==> config.mk <==
export PLATFORM = sky130hd
export DESIGN_NAME = penc_arb
export DESIGN_NICKNAME = d
export VERILOG_FILES = /design/src/rtl/penc_pkg.sv /design/src/rtl/penc_search.sv /design/src/rtl/penc_arb.sv
export SDC_FILE = /design/constraint.sdc
export NUM_CORES = 1
export LEC_CHECK = 0
export ABC_AREA = 1
export CAP_MARGIN = 20
export CELL_PAD_IN_SITES_DETAIL_PLACEMENT = 1
export CELL_PAD_IN_SITES_GLOBAL_PLACEMENT = 2
export CORE_AREA = 5 5 82 61
export CTS_CLUSTER_DIAMETER = 200
export DETAILED_ROUTE_END_ITERATION = 12
export DIE_AREA = 0 0 87 66
export PLACE_DENSITY_LB_ADDON = 0.1
export SLEW_MARGIN = 10
export SYNTH_ARGS = -nofsm -noshare
export SYNTH_HDL_FRONTEND = slang
export SYNTH_SLANG_ARGS = --single-unit
==> constraint.sdc <==
create_clock -name clk -period 4.95 [get_ports clk]
set_input_delay 0.99 -clock clk [delete_from_list [all_inputs] [get_ports clk]]
set_output_delay 0.99 -clock clk [all_outputs]
set_load 0.03 [all_outputs]
==> src/rtl/penc_pkg.sv <==
// rtl/penc_pkg.sv - shared constants for the priority encoder / arbiter
package penc_pkg;

  localparam logic MODE_FIXED = 1'b0;
  localparam logic MODE_RR    = 1'b1;

endpackage

==> src/rtl/penc_search.sv <==
// rtl/penc_search.sv - combinational winner search: highest-set (fixed) or
// first-set upward from start with wraparound (round-robin)
module penc_search
  import penc_pkg::*;
#(
  parameter  int N = 8,
  localparam int W = $clog2(N)
) (
  input  logic [N-1:0] req,
  input  logic [W-1:0] start,
  input  logic         mode,
  output logic [W-1:0] idx,
  output logic         found,
  output logic         multi
);

  function automatic logic [W-1:0] rr_pos(input logic [W-1:0] s, input int k);
    int p;
    p = int'(s) + k;
    if (p >= N) p = p - N;
    return W'(p);
  endfunction

  // Later loop iterations overwrite earlier ones, so the last hit wins.
  always_comb begin
    idx = '0;
    if (mode == MODE_FIXED) begin
      for (int k = 0; k < N; k++) begin
        if (req[k]) idx = W'(k);
      end
    end else begin
      for (int k = N - 1; k >= 0; k--) begin
        if (req[rr_pos(start, k)]) idx = rr_pos(start, k);
      end
    end
  end

  assign found = |req;
  assign multi = |(req & (req - {{(N-1){1'b0}}, 1'b1}));

endmodule

==> src/rtl/penc_arb.sv <==
// rtl/penc_arb.sv - N-input priority encoder / arbiter with a one-entry
// valid/ready output register and round-robin pointer
module penc_arb
  import penc_pkg::*;
#(
  parameter  int N = 8,
  localparam int W = $clog2(N)
) (
  input  logic         clk,
  input  logic         rst,
  input  logic         en,
  input  logic         mode,
  input  logic [N-1:0] req,
  output logic [W-1:0] out_idx,
  output logic         out_valid,
  input  logic         out_ready,
  output logic         out_multi
);

  logic [W-1:0] ptr;
  logic [W-1:0] win_idx;
  logic         found;
  logic         multi;
  logic         slot_free;
  logic         capture;
  logic [W:0]   win_inc;
  logic [W-1:0] ptr_nxt;

  penc_search #(.N(N)) u_search (
    .req   (req),
    .start (ptr),
    .mode  (mode),
    .idx   (win_idx),
    .found (found),
    .multi (multi)
  );

  assign slot_free = !out_valid || out_ready;
  assign capture   = slot_free && en && found;

  // Widened by one bit so winner+1 cannot alias to 0 before the compare.
  assign win_inc = {1'b0, win_idx} + {{W{1'b0}}, 1'b1};
  assign ptr_nxt = (win_inc == (W + 1)'(N)) ? '0 : win_inc[W-1:0];

  always_ff @(posedge clk or posedge rst) begin
    if (rst) begin
      out_idx   <= '0;
      out_valid <= 1'b0;
      out_multi <= 1'b0;
      ptr       <= '0;
    end else if (slot_free) begin
      if (capture) begin
        out_idx   <= win_idx;
        out_valid <= 1'b1;
        out_multi <= multi;
        if (mode == MODE_RR) ptr <= ptr_nxt;
      end else begin
        out_valid <= 1'b0;
      end
    end
  end

endmodule

==> metrics.cfg, run 1 <==
[status]
status=finished, final reports clean

[logic_synthesis]
synth_edf_count=0
yosys.area.top_type=nand2_1
ys.flop_type=dfrtp_1
syn_nets=222
synth.avg_cell_area_um2=5.79
postSynth.asyncResetShare_pct=100
yosysMostFrequentCell=nand2_1
synthTopCellsByArea=nand2_1 19%, dfrtp_1 17%, nand3_1 14%, inv_1 8.8%, nand2_2 8.4%
synth_seq_area_share_pct=16.8
yosys_register_bits=8
yosys.cell_types.count=23
synthTopCellsByCount=61 x nand2_1, 33 x nand3_1, 28 x inv_1
synth_warnings=0
syn_area_mm2=0.00119
synth.top_cell.area_share_pct=19.2
syn_inst=206

[clocking]
clock-sinks=8
h-tree-depth=1
cts_root_buf=clkbuf_8
ctsResizeCount=0
tritoncts=yes
holdBufCountCts=0
cts_made_buffers=3
cts.path.max_buffers=2
cts_setup_buffers=0
clock_latency_ns=0.23
clk_pin_slew_ns=0.04

[floorplanning]
die_x_um=87
die-area_mm2=0.00574
die_y_um=66
num_io_pins=18
fp-row-count=20
coreArea_mm2=0.00418
start_util_pct=28.5

[drt]
first_iter_violations=49
routed_wl_um=3700
dr.pass1.iters=4
wl_per_cell_um=13.4
via_count=1333
route.detailed.drc=0
via_per_inst=4.83
final_antenna_net_count=0

[global_route]
grt.total_usage_pct=14.3
grt_antenna_before_repair=0
grt_pass1_vias=1365
grt_pass1_wl_um=6470
overflow=0
grt_max_degree=13

[finish]
antenna_cells=0
num-fill-cells=563
syn_to_final_growth_pct=19.7
drive_gt1_share_pct=15.4
final_nets=239

[sta]
hold_violations=0
timing.slew.headroom_pct=66.7
fin_crit_ns=3.16
finClkSkew_ns=0.000459
worst_pin_slew_ns=0.500
fmax_ghz=0.316
min_period_over_period_pct=63.9
drv_slew=0
setup_slack_ns=1.79
rsz0062_at_grt=false
setup_tns_ns=0
setup_viol=0

[setup_path]
cp-end-kind=flip-flop
worst-r2r-cell-count=20
startpoint_type=flip-flop
crit_type=reg2reg
regToRegSetupSlack_ns=1.79
cp_data_arrival_time_ns=3.28
rr_endpoint=ptr[2]
r2r-start=ptr[0]
critPathMaxFanout=12
required_ns=5.07

[placed_design]
dp_hpwl_um=3270
io_buffers=17
place_congestion=0.817
dp_slack_ns=1.74

[min_path]
min_path_cells=2
min_to=out_idx[1]
hp-class=reg2reg
min_from=out_idx[1]

[job]
max-cap-violations=0

[power_and_ir_drop]
p_leak_nw=0.752
peakVddDrop_mv=0.274
power_density_mw_per_mm2=835

## through the flow
| stage | hold WS (ns) | area (µm²) | power, W | utilization, % | std cells |
|---|---|---|---|---|---|
| 5_1_grt | 0.518 | 1430 | 0.00135 | 34.2 | 276 |
| 4_1_cts | 0.477 | 1430 | 0.00121 | 34.2 | 276 |
| 3_5_place_dp | 0.479 | 1390 | 0.00112 | 33.2 | 273 |
| 3_3_place_gp | 0.463 | 1390 | 0.00110 | 33.2 | 273 |
| 6_report | 0.475 | 1430 | 0.00119 | 34.2 | 276 |
| 2_1_floorplan | 0.616 | 1190 | 0.000924 | - | 206 |
## final cells by class
type | count | area [µm²] | area share (%)
clock buffers | 3 | 41.3 | 2.89
repair buffers | 17 | 170 | 11.9
well taps | 55 | 68.8 | 4.82
flip-flops and latches | 8 | 200 | 14.0
multi-input cells | 161 | 825 | 57.8
inverters | 32 | 123 | 8.59
## layout by cell type (no fill, tap or decap)
cell type        netlist  routed
a211oi_1               1       1
a21oi_1                9       9
a221oi_1               1       1
a41oi_1                1       1
clkbuf_8               0       3
clkdlybuf4s50_1        0      17
dfrtp_1                8       8
ha_1                   3       3
inv_1                 28      28
inv_2                  3       3
inv_4                  1       1
nand2_1               61      61
nand2_2               16      16
nand2_4                1       1
nand3_1               33      33
nand3_2                7       7
nand3b_1               1       1
nor2_1                16      16
nor3_1                 1       1
o21ai_0                6       6
o21ai_1                1       1
o21ai_2                2       2
xnor2_2                1       1
## how the worst max path moves through the flow
stage,start,end,depth (start not counted)
after detailed placement,req[1],ptr[2],14
after global placement,req[6],ptr[2],19
after global routing,ptr[0],ptr[2],20
after CTS,ptr[0],ptr[1],13
after floorplan,ptr[1],ptr[1],21
final,ptr[0],ptr[2],20
## critical path, cell delays in order (launching register included)
cell     delay, ns
dfrtp_1       0.65
inv_2         0.24
ha_1          0.53
inv_1         0.19
nand3_1       0.17
nand3_2       0.10
nand2_2       0.12
inv_2         0.05
nand2_2       0.04
nand2_1       0.04
nand2_1       0.05
nand2_1       0.05
nand2_2       0.08
nand2_4       0.06
nand2_2       0.06
o21ai_2       0.06
a21oi_1       0.14
ha_1          0.19
nand3_1       0.08
nand3_1       0.09
nand2_1       0.05
## per-layer routing
metal,GRT usage [%],vias to the layer above,share of wire [%]
li1,-,685,-
met1,20.9,626,54
met2,22.1,17,43
met3,1.99,5,2.3
met4,2.92,0,0.97
met5,0,-,0
## flip-flops by register name, indices dropped and copies added, names as in the netlist
signal	cells
out_idx	3
out_multi	1
out_valid	1
ptr	3
## report_power, final
group | switching (W) | internal [W] | total (W)
Clock | 0.0000287 | 0.0000530 | 0.0000817
Sequential | 0.0000524 | 0.0000898 | 0.000142
Combinational | 0.000631 | 0.000337 | 0.000968
## logic make-up (layout without fill, tap and decap cells)
kind of cell / after synthesis / in the layout / share of synthesized area, %
and+or+nand+nor: 136 / 136 / 54.4
buffers and inverters: 37 / 52 / 14.1
AOI/OAI and AO/OA: 21 / 21 / 10.3
DFF: 8 / 8 / 16.8
adders and majority gates: 3 / 3 / 3.15
xor gates and xnor gates: 1 / 1 / 1.36
(Power assumes the default switching activity.)
==> run 2: changes to the inputs <==
--- a/config.mk
+++ b/config.mk
@@ -9,10 +9,10 @@
 export CAP_MARGIN = 20
 export CELL_PAD_IN_SITES_DETAIL_PLACEMENT = 1
 export CELL_PAD_IN_SITES_GLOBAL_PLACEMENT = 2
-export CORE_AREA = 5 5 82 61
+export CORE_AREA = 5 5 89 66
 export CTS_CLUSTER_DIAMETER = 200
 export DETAILED_ROUTE_END_ITERATION = 12
-export DIE_AREA = 0 0 87 66
+export DIE_AREA = 0 0 94 71
 export PLACE_DENSITY_LB_ADDON = 0.1
 export SLEW_MARGIN = 10
 export SYNTH_ARGS = -nofsm -noshare
==> constraint.sdc (replaced) <==
create_clock -name clk -period 2.9 [get_ports clk]
set_input_delay 0.58 -clock clk [delete_from_list [all_inputs] [get_ports clk]]
set_output_delay 0.58 -clock clk [all_outputs]
set_load 0.03 [all_outputs]
==> run 2 against run 1 <==
Effect of this change: largest cell class unchanged; combinational power grew 85%; clock skew grew 0.0028 ns; non-clock buffer count grew 5; worst setup slack lost 1.4 ns; cell count grew 8.0%; largest power group unchanged; sequential power grew 42%; worst hold slack gained 0.0097 ns; sequential share of layout area shrank 0.55 points.
==> metrics.cfg, run 2 (synthesized netlist as in run 1, its figures left out) <==
[clocking]
cts_root_buf=clkbuf_8  ; unchanged
clock-sinks=8  ; unchanged
cts.path.max_buffers=2  ; unchanged
tritoncts=yes  ; unchanged
ctsResizeCount=0  ; unchanged
holdBufCountCts=0  ; unchanged
cts_setup_buffers=0  ; unchanged
cts_made_buffers=3  ; unchanged
clock_latency_ns=0.23  ; about the same
clk_pin_slew_ns=0.04  ; about the same
h-tree-depth=1  ; unchanged

[sta]
timing.slew.headroom_pct=69.7  ; was 66.7%
min_period_over_period_pct=86.7
fmax_ghz=0.398
drv_slew=0  ; unchanged
rsz0062_at_grt=false  ; unchanged
fin_crit_ns=2.52
hold_violations=0  ; unchanged
setup_viol=0  ; unchanged
holdWs_ns=0.484  ; was 0.475 ns
setup_tns_ns=0  ; unchanged
worst_pin_slew_ns=0.454  ; was 0.500 ns
finClkSkew_ns=0.00321  ; was 0.000459 ns

[placed_design]
place_congestion=0.815  ; was 0.817
io_buffers=17  ; unchanged
place_area_mm2=0.00145  ; was 0.00139 mm²
dp_hpwl_um=3550  ; was 3270 µm

[setup_path]
crit_type=in2reg  ; was reg2reg
cp_data_arrival_time_ns=2.62  ; was 3.28 ns
startpoint_type=primary input  ; was flip-flop
cp-end-kind=flip-flop  ; unchanged
critPathMaxFanout=5  ; was 12
required_ns=3.00  ; was 5.07 ns

[global_route]
grt_max_degree=12  ; was 13
grt_antenna_before_repair=0  ; unchanged
grt_pass1_wl_um=7170  ; was 6470 µm
overflow=0  ; unchanged
grt.total_usage_pct=13.3  ; was 14.3%
grt_pass1_vias=1482  ; was 1365

[finish]
final_nets=244  ; was 239
stdcell_area_mm2=0.00149  ; was 0.00143 mm²
syn_to_final_growth_pct=24.7  ; was 19.7%
drive_gt1_share_pct=17.3  ; was 15.4%
final_common_cell=nand2_1  ; unchanged
top_regs=out_idx x3, ptr x3  ; unchanged
final_cell_mix=61 x nand2_1, 33 x nand3_1, 28 x inv_1  ; unchanged
antenna_cells=0  ; unchanged

[drt]
route.detailed.drc=0  ; unchanged
first_iter_violations=43  ; was 49
wl_per_cell_um=13.5  ; was 13.4 µm
via_count=1327  ; was 1333
routed_wl_um=4010  ; was 3700 µm
final_antenna_net_count=0  ; unchanged
dr.pass1.iters=3  ; was 4
via_per_inst=4.45  ; was 4.83

[status]
status=finished, final reports clean  ; unchanged

[power_and_ir_drop]
peakVddDrop_mv=0.292  ; was 0.274 mV
p_leak_nw=0.776  ; was 0.752 nW
power_density_mw_per_mm2=1430  ; was 835 mW/mm²

[min_path]
hp-class=reg2reg  ; unchanged

[floorplanning]
num_io_pins=18  ; unchanged
coreArea_mm2=0.00501  ; was 0.00418 mm²
die_x_um=94  ; was 87 µm
start_util_pct=23.8  ; was 28.5%
fp-row-count=22  ; was 20
die-area_mm2=0.00667  ; was 0.00574 mm²
die_y_um=71  ; was 66 µm

[job]
max-cap-violations=0  ; unchanged

run 2: area by class of cell:
type | instances | area [µm²]
Clock buffer | 3 | 41.3
Fill cell | 680 | 3520
Inverter | 32 | 123
Multi-Input combinational cell | 161 | 825
Sequential cell | 8 | 200
Tap cell | 72 | 90.1
Timing Repair Buffer | 22 | 208
run 2: power breakdown:
part           leakage, nW  internal [W]  switching, W  total (W)
registers           0.0931      0.000154     0.0000479   0.000202
clock network       0.0216     0.0000902     0.0000465   0.000137
logic                0.661      0.000624       0.00117    0.00179
run 2: path summary, 6_finish.rpt:
path | from | end | slack (ns) | cells past startpoint
setup / recovery | req[3] | ptr[1] | 0.38 | 17
setup reg to reg | ptr[0] | ptr[1] | 0.42 | 15
hold / removal | out_idx[2] | out_idx[2] | 0.48 | 2
hold reg to reg | out_idx[2] | out_idx[2] | 0.48 | 2
min in group asynchronous | rst | out_idx[0] | 0.60 | 2
max in group asynchronous | rst | out_idx[1] | 2.06 | 2
run 2: worst max-delay path: stages:
cell and delay (ns):
clkdlybuf4s50_1 0.54, nand2_1 0.10, nand3_1 0.14, nand3_2 0.12, nand2_2 0.12, inv_2 0.05, nand2_2 0.05, nand2_1 0.04
nand2_1 0.05, nand2_1 0.06, nand2_2 0.08, nand2_4 0.06, o21ai_2 0.13, a21oi_1 0.08, ha_1 0.28, nand2_1 0.06
o21ai_0 0.07
run 2: routing by layer:
metal	vias up	track usage (%)	part of all wire (%)
met5	-	0	0
met4	0	2.24	0.35
met3	2	1.91	1.7
met2	16	21.2	43
met1	613	19.2	55
li1	696	-	-
run 2: through the flow:
step / total power, W / util [%] / instances / worst slack, ns
finish: 0.00213 / 29.7 / 298 / 0.384
CTS: 0.00216 / 29.7 / 298 / 0.365
floorplan: 0.00158 / - / 206 / 0.467
detailed placement: 0.00202 / 28.8 / 295 / 0.130
global route: 0.00242 / 29.7 / 298 / 0.0931
global placement: 0.00198 / 28.8 / 295 / 0.114
==> run 3: changes to the inputs <==
--- a/config.mk
+++ b/config.mk
@@ -14,6 +14,7 @@
 export DETAILED_ROUTE_END_ITERATION = 12
 export DIE_AREA = 0 0 94 71
 export PLACE_DENSITY_LB_ADDON = 0.1
+export SKIP_CTS_REPAIR_TIMING = 1
 export SLEW_MARGIN = 10
 export SYNTH_ARGS = -nofsm -noshare
 export SYNTH_HDL_FRONTEND = slang
==> results of run 3 <==
Same layout as run 2: the final DEF is identical, and so are final timing and power.
